File: config.mk
export PLATFORM = sky130hd
export DESIGN_NAME = mem_addr_unit
export DESIGN_NICKNAME = d
export VERILOG_FILES = /design/src/rtl/mem_addr_unit_pkg.sv /design/src/rtl/mem_addr_decode.sv /design/src/rtl/mem_addr_unit.sv
export SDC_FILE = /design/constraint.sdc
export NUM_CORES = 1
export LEC_CHECK = 0
export BUFFER_PORTS_ARGS = -buffer_cell sky130_fd_sc_hd__buf_2
export CAP_MARGIN = 20
export CORE_MARGIN = 2
export CORE_UTILIZATION = 48
export DETAILED_ROUTE_END_ITERATION = 8
export GPL_ROUTABILITY_DRIVEN = 0
export GPL_TIMING_DRIVEN = 0
export PLACE_DENSITY = 0.84
export SLEW_MARGIN = 20
export SYNTH_ARGS = -nofsm -noshare
export SYNTH_HDL_FRONTEND = slang
export SYNTH_SLANG_ARGS = --single-unit
File: constraint.sdc
create_clock -name clk -period 5.7 [get_ports clk]
set_input_delay 0.57 -clock clk [delete_from_list [all_inputs] [get_ports clk]]
set_output_delay 0.57 -clock clk [all_outputs]
set_load 0.05 [all_outputs]
File: src/rtl/mem_addr_unit_pkg.sv
// Shared types and constants for the memory-address unit: FSM states,
// fault codes, access-size encodings and default exception-vector addresses.
package mem_addr_unit_pkg;

  typedef enum logic [1:0] {
    ST_IDLE  = 2'd0,
    ST_ISSUE = 2'd1,
    ST_WAIT  = 2'd2,
    ST_FAULT = 2'd3
  } state_e;

  localparam logic [1:0] FLT_NONE        = 2'd0;
  localparam logic [1:0] FLT_MISALIGN    = 2'd1;
  localparam logic [1:0] FLT_ILLEGAL_SEL = 2'd2;

  localparam logic [1:0] SZ_BYTE = 2'd0;
  localparam logic [1:0] SZ_HALF = 2'd1;
  localparam logic [1:0] SZ_WORD = 2'd2;
  localparam logic [1:0] SZ_RSVD = 2'd3;

  localparam int unsigned VEC_OPCODE_DEF = 253;
  localparam int unsigned VEC_OVF_DEF    = 254;
  localparam int unsigned VEC_DIVZ_DEF   = 255;

  typedef struct packed {
    logic illegal;
    logic misalign;
  } dec_flags_t;

endpackage

File: src/rtl/mem_addr_decode.sv
// Combinational address-source select plus alignment check against the
// requested access size; illegal selects decode to address 0.
module mem_addr_decode
  import mem_addr_unit_pkg::*;
#(
  parameter int unsigned ADDR_W = 32,
  parameter int unsigned N_SRC  = 4,
  parameter int unsigned SEL_W  = 3,
  parameter int unsigned VEC0   = VEC_OPCODE_DEF,
  parameter int unsigned VEC1   = VEC_OVF_DEF,
  parameter int unsigned VEC2   = VEC_DIVZ_DEF
) (
  input  logic [SEL_W-1:0]        sel_i,
  input  logic [N_SRC*ADDR_W-1:0] src_flat_i,
  input  logic [1:0]              size_i,
  output logic [ADDR_W-1:0]       addr_c_o,
  output dec_flags_t              flags_c_o
);

  logic [ADDR_W-1:0] addr;
  logic              illegal;
  logic              misalign;

  // Source mux: datapath inputs first, then the three vector constants.
  always_comb begin
    addr    = '0;
    illegal = 1'b0;
    if (sel_i < SEL_W'(N_SRC)) begin
      for (int i = 0; i < int'(N_SRC); i++) begin
        if (sel_i == SEL_W'(i)) begin
          addr = src_flat_i[i*ADDR_W +: ADDR_W];
        end
      end
    end else if (sel_i == SEL_W'(N_SRC)) begin
      addr = ADDR_W'(VEC0);
    end else if (sel_i == SEL_W'(N_SRC + 1)) begin
      addr = ADDR_W'(VEC1);
    end else if (sel_i == SEL_W'(N_SRC + 2)) begin
      addr = ADDR_W'(VEC2);
    end else begin
      illegal = 1'b1;
    end
  end

  // Reserved size is checked as a word access.
  always_comb begin
    misalign = 1'b0;
    case (size_i)
      SZ_BYTE:          misalign = 1'b0;
      SZ_HALF:          misalign = addr[0];
      SZ_WORD, SZ_RSVD: misalign = |addr[1:0];
    endcase
  end

  assign addr_c_o           = addr;
  assign flags_c_o.illegal  = illegal;
  assign flags_c_o.misalign = misalign;

endmodule

File: src/rtl/mem_addr_unit.sv
// Registered memory-address selector with a fixed-latency access sequencer:
// issues one mem_en per legal request, holds the address, then pulses done.
module mem_addr_unit
  import mem_addr_unit_pkg::*;
#(
  parameter int unsigned ADDR_W  = 32,
  parameter int unsigned N_SRC   = 4,
  parameter int unsigned SEL_W   = 3,
  parameter int unsigned VEC0    = VEC_OPCODE_DEF,
  parameter int unsigned VEC1    = VEC_OVF_DEF,
  parameter int unsigned VEC2    = VEC_DIVZ_DEF,
  parameter int unsigned MEM_LAT = 1
) (
  input  logic                    clk,
  input  logic                    reset_n,
  input  logic [SEL_W-1:0]        sel,
  input  logic [N_SRC*ADDR_W-1:0] src_flat,
  input  logic [1:0]              size,
  input  logic                    req,
  output logic                    busy,
  output logic                    mem_en,
  output logic [ADDR_W-1:0]       mem_addr,
  output logic                    done,
  output logic                    fault,
  output logic [1:0]              fault_code,
  output logic [ADDR_W-1:0]       fault_addr
);

  localparam int unsigned CNT_W = $clog2(MEM_LAT) + 1;

  logic [ADDR_W-1:0] dec_addr;
  dec_flags_t        dec_flags;

  state_e            state_q, state_d;
  logic [CNT_W-1:0]  cnt_q, cnt_d;
  logic [ADDR_W-1:0] mem_addr_q, mem_addr_d;
  logic [ADDR_W-1:0] fault_addr_q, fault_addr_d;
  logic [1:0]        fault_code_q, fault_code_d;
  logic              busy_q, busy_d;
  logic              mem_en_q, mem_en_d;
  logic              fault_q, fault_d;
  logic              fin_q, fin_d;
  logic              done_q, done_d;

  mem_addr_decode #(
    .ADDR_W (ADDR_W),
    .N_SRC  (N_SRC),
    .SEL_W  (SEL_W),
    .VEC0   (VEC0),
    .VEC1   (VEC1),
    .VEC2   (VEC2)
  ) u_decode (
    .sel_i      (sel),
    .src_flat_i (src_flat),
    .size_i     (size),
    .addr_c_o   (dec_addr),
    .flags_c_o  (dec_flags)
  );

  // Next-state and registered-output logic; done trails the return to IDLE by one cycle.
  always_comb begin
    state_d      = state_q;
    cnt_d        = cnt_q;
    mem_addr_d   = mem_addr_q;
    fault_addr_d = fault_addr_q;
    fault_code_d = FLT_NONE;
    fin_d        = 1'b0;

    case (state_q)
      ST_IDLE: begin
        if (req) begin
          if (dec_flags.illegal) begin
            state_d      = ST_FAULT;
            fault_code_d = FLT_ILLEGAL_SEL;
            fault_addr_d = dec_addr;
          end else if (dec_flags.misalign) begin
            state_d      = ST_FAULT;
            fault_code_d = FLT_MISALIGN;
            fault_addr_d = dec_addr;
          end else begin
            state_d    = ST_ISSUE;
            mem_addr_d = dec_addr;
            cnt_d      = CNT_W'(MEM_LAT - 1);
          end
        end
      end
      ST_ISSUE, ST_WAIT: begin
        if (cnt_q == '0) begin
          state_d = ST_IDLE;
          fin_d   = 1'b1;
        end else begin
          state_d = ST_WAIT;
          cnt_d   = cnt_q - CNT_W'(1);
        end
      end
      ST_FAULT: state_d = ST_IDLE;
      default:  state_d = ST_IDLE;
    endcase

    busy_d   = (state_d == ST_ISSUE) || (state_d == ST_WAIT);
    mem_en_d = (state_d == ST_ISSUE);
    fault_d  = (state_d == ST_FAULT);
    done_d   = fin_q;
  end

  always_ff @(posedge clk or negedge reset_n) begin
    if (!reset_n) begin
      state_q      <= ST_IDLE;
      cnt_q        <= '0;
      mem_addr_q   <= '0;
      fault_addr_q <= '0;
      fault_code_q <= FLT_NONE;
      busy_q       <= 1'b0;
      mem_en_q     <= 1'b0;
      fault_q      <= 1'b0;
      fin_q        <= 1'b0;
      done_q       <= 1'b0;
    end else begin
      state_q      <= state_d;
      cnt_q        <= cnt_d;
      mem_addr_q   <= mem_addr_d;
      fault_addr_q <= fault_addr_d;
      fault_code_q <= fault_code_d;
      busy_q       <= busy_d;
      mem_en_q     <= mem_en_d;
      fault_q      <= fault_d;
      fin_q        <= fin_d;
      done_q       <= done_d;
    end
  end

  assign busy       = busy_q;
  assign mem_en     = mem_en_q;
  assign mem_addr   = mem_addr_q;
  assign done       = done_q;
  assign fault      = fault_q;
  assign fault_code = fault_code_q;
  assign fault_addr = fault_addr_q;

endmodule

==> run summary, run 1 <==
Hold Fails Final Rpt -> 0
Slew headroom -> 0.539
number of port buffers -> 205
Critical Path AT -> 2.73 ns
fin crit period -> 2.49 ns
GRT overflow -> 0
Slew @ Worst Pin -> 0.692 ns
Max stage delay cell, worst path -> mux2_2
Post-Syn Nets -> 469
register area share after synthesis -> 0.455
period utilization -> 0.437
number of max-cap violations -> 0
Residual DRC -> 0
Synth Cell Area -> 4020 um2
Post-CTS Setup Inserts -> 0
syn avg cell area -> 12.2 um2
Core ar. -> 8180 um2
Setup crit end kind -> register
Final setup viols -> 0
critical path startpoint category -> input port
Final Non-Filler Cells -> 657
most common cell after layout, fill and taps aside -> buf_2
CTS tree -> done
drt via density -> 5.53
vias in the first global route -> 3633
clock root buffer -> clkbuf_8
DRT Pass-1 Iters -> 4
vias post-DR -> 3632
clock slew at reported path FFs -> 0.08 ns
Yosys reg bits -> 73
number of DRC markers in iteration 0 -> 156
Critical Path RT -> 5.93 ns
distinct cell type count after synthesis -> 40
height of the die -> 95.5 um
crit path kind -> in -> reg
# placed instances -> 640
Area growth syn-to-layout -> 35.5%
Gate Count Post-Synth -> 329
Starting Density -> 0.491
top cells by area, synth -> dfrtp_1 (45%), mux4_2 (15%), mux2i_1 (8.0%), mux2_4 (4.1%), a22o_1 (3.7%)
Setup WS pre-CTS -> 2.84 ns
area post-placement -> 5200 um2
FFs w/ async S/R, synth -> 1.00
die area -> 9120 um2
Worst path most repeated cell -> buf_2
Post-Route Utilization -> 0.666
P_sw -> 0.00147 W
Clock Sinks -> 73
share of cells above drive strength 1 -> 0.524
# rows -> 33
Buf+Inv Stages, Crit Path -> 4
Die X-Extent -> 95.5 um
H-Tree Depth -> 3
hold_buf cts -> 0
status -> finished clean
layout net count -> 686
worst-path cell chain -> buf_2, buf_2, nor2_1, nand2_1, o21ai_1, a32o_1, buf_2, buf_4, mux2_2
Internal Power -> 0.00151 W
max incr delay on CP -> 0.36 ns
Max FO, Critical Path -> 10
P per Cell Area -> 548 nW/um2
DP Wirelength -> 9380 um
clk buf depth -> 2
Reg power frac -> 0.292
Gates resized, CTS repair -> 0
family with the most delay on the worst path -> buffers and inverters
initial antenna violation count -> 2
VDD IR max -> 0.264 mV
combinational power share -> 0.539
largest net degree at the start of global routing -> 45
Main synth FF type -> dfrtp_1
leakage -> 2.84 nW
Worst Setup Slack, final -> 3.21 ns
RSZ-0062 raised after global routing -> no
Final ANT Viol Nets -> 0
most frequent cells in the layout -> buf_2 (214), dfrtp_1 (73), mux2i_1 (32)
max-slew violation count -> 0
CTS Buf Count -> 9
min-delay worst type -> in -> async
clk_lat worst skew -> 0.35 ns
clock network fraction of design power -> 0.169
final setup TNS -> 0 ns
worst clock skew -> 0.0156 ns
Post-synth EDFFs -> 0
fin area -> 5440 um2
GRT Overall Usage -> 0.270
Synth area leader -> dfrtp_1
Ys Warns -> 0
post-DR wirelength/cell -> 18.6 um
switching part of the total -> 0.494
post-synth top area share -> 0.455
fmax -> 0.401 GHz
IO Count -> 206
first-pass GRT wire length -> 18200 um
routed wire length -> 12300 um
[per-stage QoR]
step                      hold slack (ns)  power, W
final                               0.149   0.00298
after global routing                0.174   0.00312
after CTS                           0.152   0.00299
after detailed placement            0.347   0.00248
after global placement              0.335   0.00245
after floorplan                     0.274   0.00207
[routing by layer]
layer | up-vias | GRT usage | part of all wire
met5 | - | 0 | 0
met2 | 198 | 0.479 | 0.51
met1 | 1789 | 0.312 | 0.38
li1 | 1618 | - | -
met3 | 27 | 0.0561 | 0.079
met4 | 0 | 0.127 | 0.027
[power groups by stage]
stage               sequential [W]  clock (W)  combinational [W]
global route              0.000898   0.000530            0.00169
global placement          0.000868          0            0.00158
floorplan                  0.00167          0           0.000407
CTS                       0.000871   0.000508            0.00161
detailed placement        0.000879          0            0.00161
finish                    0.000871   0.000504            0.00161
[cell type report]
class | instances | area (um2)
Fill cell | 636 | 2730
Sequential cell | 73 | 1830
Buffer | 22 | 125
Inverter | 29 | 109
Clock inverter | 5 | 104
Tap cell | 105 | 131
Timing Repair Buffer | 206 | 1050
Multi-Input combinational cell | 205 | 1960
Clock buffer | 10 | 138
Antenna cell | 2 | 5.00
[path summary, 6_finish.rpt]
check | startpoint | to | slack (ns) | depth (start not counted)
worst max-delay path | sel[2] | mem_addr[25]$_DFFE_PN0P_ | 3.21 | 9
worst min-delay path | reset_n | fault_addr[11]$_DFFE_PN0P_ | 0.15 | 1
worst max register to register | state_q[1]$_DFF_PN0_ | mem_addr[25]$_DFFE_PN0P_ | 3.63 | 8
worst min register to register | done_d$_DFF_PN0_ | done$_DFF_PN0_ | 0.36 | 0
max in group asynchronous | reset_n | mem_addr[23]$_DFFE_PN0P_ | 4.96 | 2
min in group clk | done_d$_DFF_PN0_ | done$_DFF_PN0_ | 0.36 | 0
[registers in the layout, indices dropped and copies added, names as in the netlist]
signal / flops
fault_addr: 32
done_d: 1
fault_code: 2
fault: 1
mem_addr: 32
state_q: 2
busy: 1
mem_en: 1
done: 1
[synthesized netlist by cell type, types with 2 or more instances]
cell type and number:
buf_6 2, a22oi_1 4, nand2b_1 3, mux2_4 11, o211ai_1 2, clkbuf_1 2
dfrtp_1 73, buf_4 4, o21ai_0 4, nor2b_1 2, nor2_1 19, nand2_1 28
buf_1 4, mux2i_1 32, a21oi_1 11, mux2_2 11, inv_1 29, nor3_1 3
and2_1 9, a22o_1 17, mux4_2 26, ha_1 4, buf_2 10, o2bb2ai_1 2
nand3_1 2
[logic make-up after synthesis]
group / synth area share
buffers and inverters: 0.0583
AOI/OAI and AO/OA: 0.0919
muxes: 0.298
and+or+nand+nor: 0.0850
adders and majority gates: 0.0125
DFF: 0.455
(Power assumes the default switching activity.)
==> run 2, diff against run 1 <==
- CORE_UTILIZATION: 48 -> 42
- PLACE_DENSITY: 0.84 -> 0.78
- clock period: 5.7 -> 2.1 ns (I/O delays scaled with it)
==> run summary, run 2 (same netlist as run 1, synthesis figures left out) <==
Starting Density -> 0.435
DRT Pass-1 Iters -> 5
Area growth syn-to-layout -> 36.2%
Final ANT Viol Nets -> 0
first-pass GRT wire length -> 17200 um
max incr delay on CP -> 0.40 ns
most common cell after layout, fill and taps aside -> buf_2
most frequent cells in the layout -> buf_2 (214), dfrtp_1 (73), mux2i_1 (32)
# rows -> 35
drt via density -> 5.14
clk buf depth -> 2
Critical Path AT -> 2.20 ns
fin crit period -> 1.97 ns
GRT overflow -> 0
Setup crit end kind -> register
Hold Crit Start -> sel[0]
Hold Path Sink -> fault_code[1]$_DFF_PN0_
Post-Route Utilization -> 0.592
share of cells above drive strength 1 -> 0.527
critical path startpoint category -> register
worst-path cell chain -> inv_1, ha_1, nand2_2, nor2b_2, a32o_1, buf_2, buf_6, mux2_2
Slew @ Worst Pin -> 0.626 ns
switching part of the total -> 0.499
clock slew at reported path FFs -> 0.08 ns
fillers -> 782
H-Tree Depth -> 3
Max stage delay cell, worst path -> dfrtp_1
combinational power share -> 0.549
Buf+Inv Stages, Crit Path -> 3
number of port buffers -> 205
Final setup viols -> 0
# placed instances -> 664
period utilization -> 0.939
leakage -> 2.83 nW
CTS Buf Count -> 9
Die X-Extent -> 102 um
Final Non-Filler Cells -> 681
vias in the first global route -> 3623
layout net count -> 687
IO Count -> 206
Core ar. -> 9240 um2
FF-to-FF setup slack -> 0.13 ns
vias post-DR -> 3498
status -> finished clean
Clock Sinks -> 73
DP Wirelength -> 8830 um
number of max-cap violations -> 0
Min-Delay Path Depth -> 3
P per Cell Area -> 1440 nW/um2
number of DRC markers in iteration 0 -> 136
clk_lat worst skew -> 0.34 ns
Critical Path RT -> 2.32 ns
Worst R2R Path Depth -> 8
fmax -> 0.507 GHz
Max FO, Critical Path -> 10
initial antenna violation count -> 0
final setup TNS -> 0 ns
Residual DRC -> 0
height of the die -> 102 um
clock root buffer -> clkbuf_8
clock network fraction of design power -> 0.151
Ant. Diodes -> 0
fin area -> 5470 um2
Post-CTS Setup Inserts -> 0
Hold Fails Final Rpt -> 0
Slew headroom -> 0.580
P_sw -> 0.00394 W
worst clock skew -> 0.00672 ns
CTS tree -> done
family with the most delay on the worst path -> buffers and inverters
R2R Path Start -> state_q[1]$_DFF_PN0_
RSZ-0062 raised after global routing -> no
GRT Overall Usage -> 0.214
crit path kind -> reg -> reg
area post-placement -> 5230 um2
post-DR wirelength/cell -> 16.3 um
Reg power frac -> 0.300
area of the multi-input gates -> 1970 um2
routed wire length -> 11100 um
Internal Power -> 0.00395 W
max-slew violation count -> 0
min-delay worst type -> in -> reg
die area -> 10400 um2
VDD IR max -> 1.01 mV
Seq. cell area -> 1830 um2
RR Endpoint -> mem_addr[29]$_DFFE_PN0P_
largest net degree at the start of global routing -> 46
[run 2: cell count changes in the layout (fill, tap and decap cells not counted), sizes merged]
| cell | change |
|---|---|
| dlygate4sd3 | +1 |
| clkinv | -1 |
| bufinv | -1 |
| clkbuf | +1 |
| diode | -2 |
| clkinvlp | +2 |
[run 2: what timing repair did]
item	4_1_cts	5_1_grt
endpoints found under the setup margin	8	13
gates resized for setup	2	3
gates cloned	0	0
endpoints found under the hold margin	28	0
hold buffers	1	0
pin swaps	0	0
[run 2: cell type report]
cell class / count / area share
clock buffers: 11 / 0.0240
well taps: 129 / 0.0295
repair buffers: 207 / 0.195
multi-input cells: 205 / 0.360
inverters: 29 / 0.0199
clock inverters: 5 / 0.0146
plain buffers: 22 / 0.0236
flip-flops and latches: 73 / 0.334
[run 2: metal layers]
layer	up-vias	global-route usage	share of wire
met5	-	0	0
met4	0	0.0759	0.014
met3	14	0.0386	0.071
met2	160	0.383	0.52
met1	1701	0.258	0.40
li1	1623	-	-
[run 2: metrics by stage]
step | hold WS [ns] | setup WS (ns) | power [W]
6_report | 0.222 | 0.128 | 0.00789
5_1_grt | 0.231 | 0.00288 | 0.00829
4_1_cts | 0.189 | 0.0221 | 0.00796
3_5_place_dp | 0.163 | -0.414 | 0.00674
3_3_place_gp | 0.334 | -0.376 | 0.00665
2_1_floorplan | -0.0856 | 0.184 | 0.00563
[run 2: how the worst max path moves through the flow]
stage	startpoint	endpoint	slack [ns]	depth (start not counted)
3_5_place_dp	sel[2]	mem_addr[27]$_DFFE_PN0P_	-0.41	9
2_1_floorplan	sel[2]	mem_addr[0]$_DFFE_PN0P_	0.18	8
4_1_cts	state_q[1]$_DFF_PN0_	mem_addr[1]$_DFFE_PN0P_	0.02	8
5_1_grt	sel[0]	fault_addr[14]$_DFFE_PN0P_	0.003	6
6_report	state_q[1]$_DFF_PN0_	mem_addr[29]$_DFFE_PN0P_	0.13	8
3_3_place_gp	sel[2]	mem_addr[0]$_DFFE_PN0P_	-0.38	9
[run 2: power by group through the flow]
| stage | sequential [W] | combinational, W | clock (W) |
|---|---|---|---|
| floorplan | 0.00453 | 0.00110 | 0 |
| global placement | 0.00237 | 0.00428 | 0 |
| detailed placement | 0.00239 | 0.00435 | 0 |
| CTS | 0.00237 | 0.00436 | 0.00122 |
| global route | 0.00245 | 0.00457 | 0.00128 |
| finish | 0.00237 | 0.00433 | 0.00119 |
[run 2: worst register-to-register path, cell delays in order (launching register included)]
cell     delay (ns)
dfrtp_1        0.40
inv_1          0.08
ha_1           0.18
nand2_2        0.12
nor2b_2        0.17
a32o_1         0.16
buf_2          0.19
buf_6          0.19
mux2_2         0.35
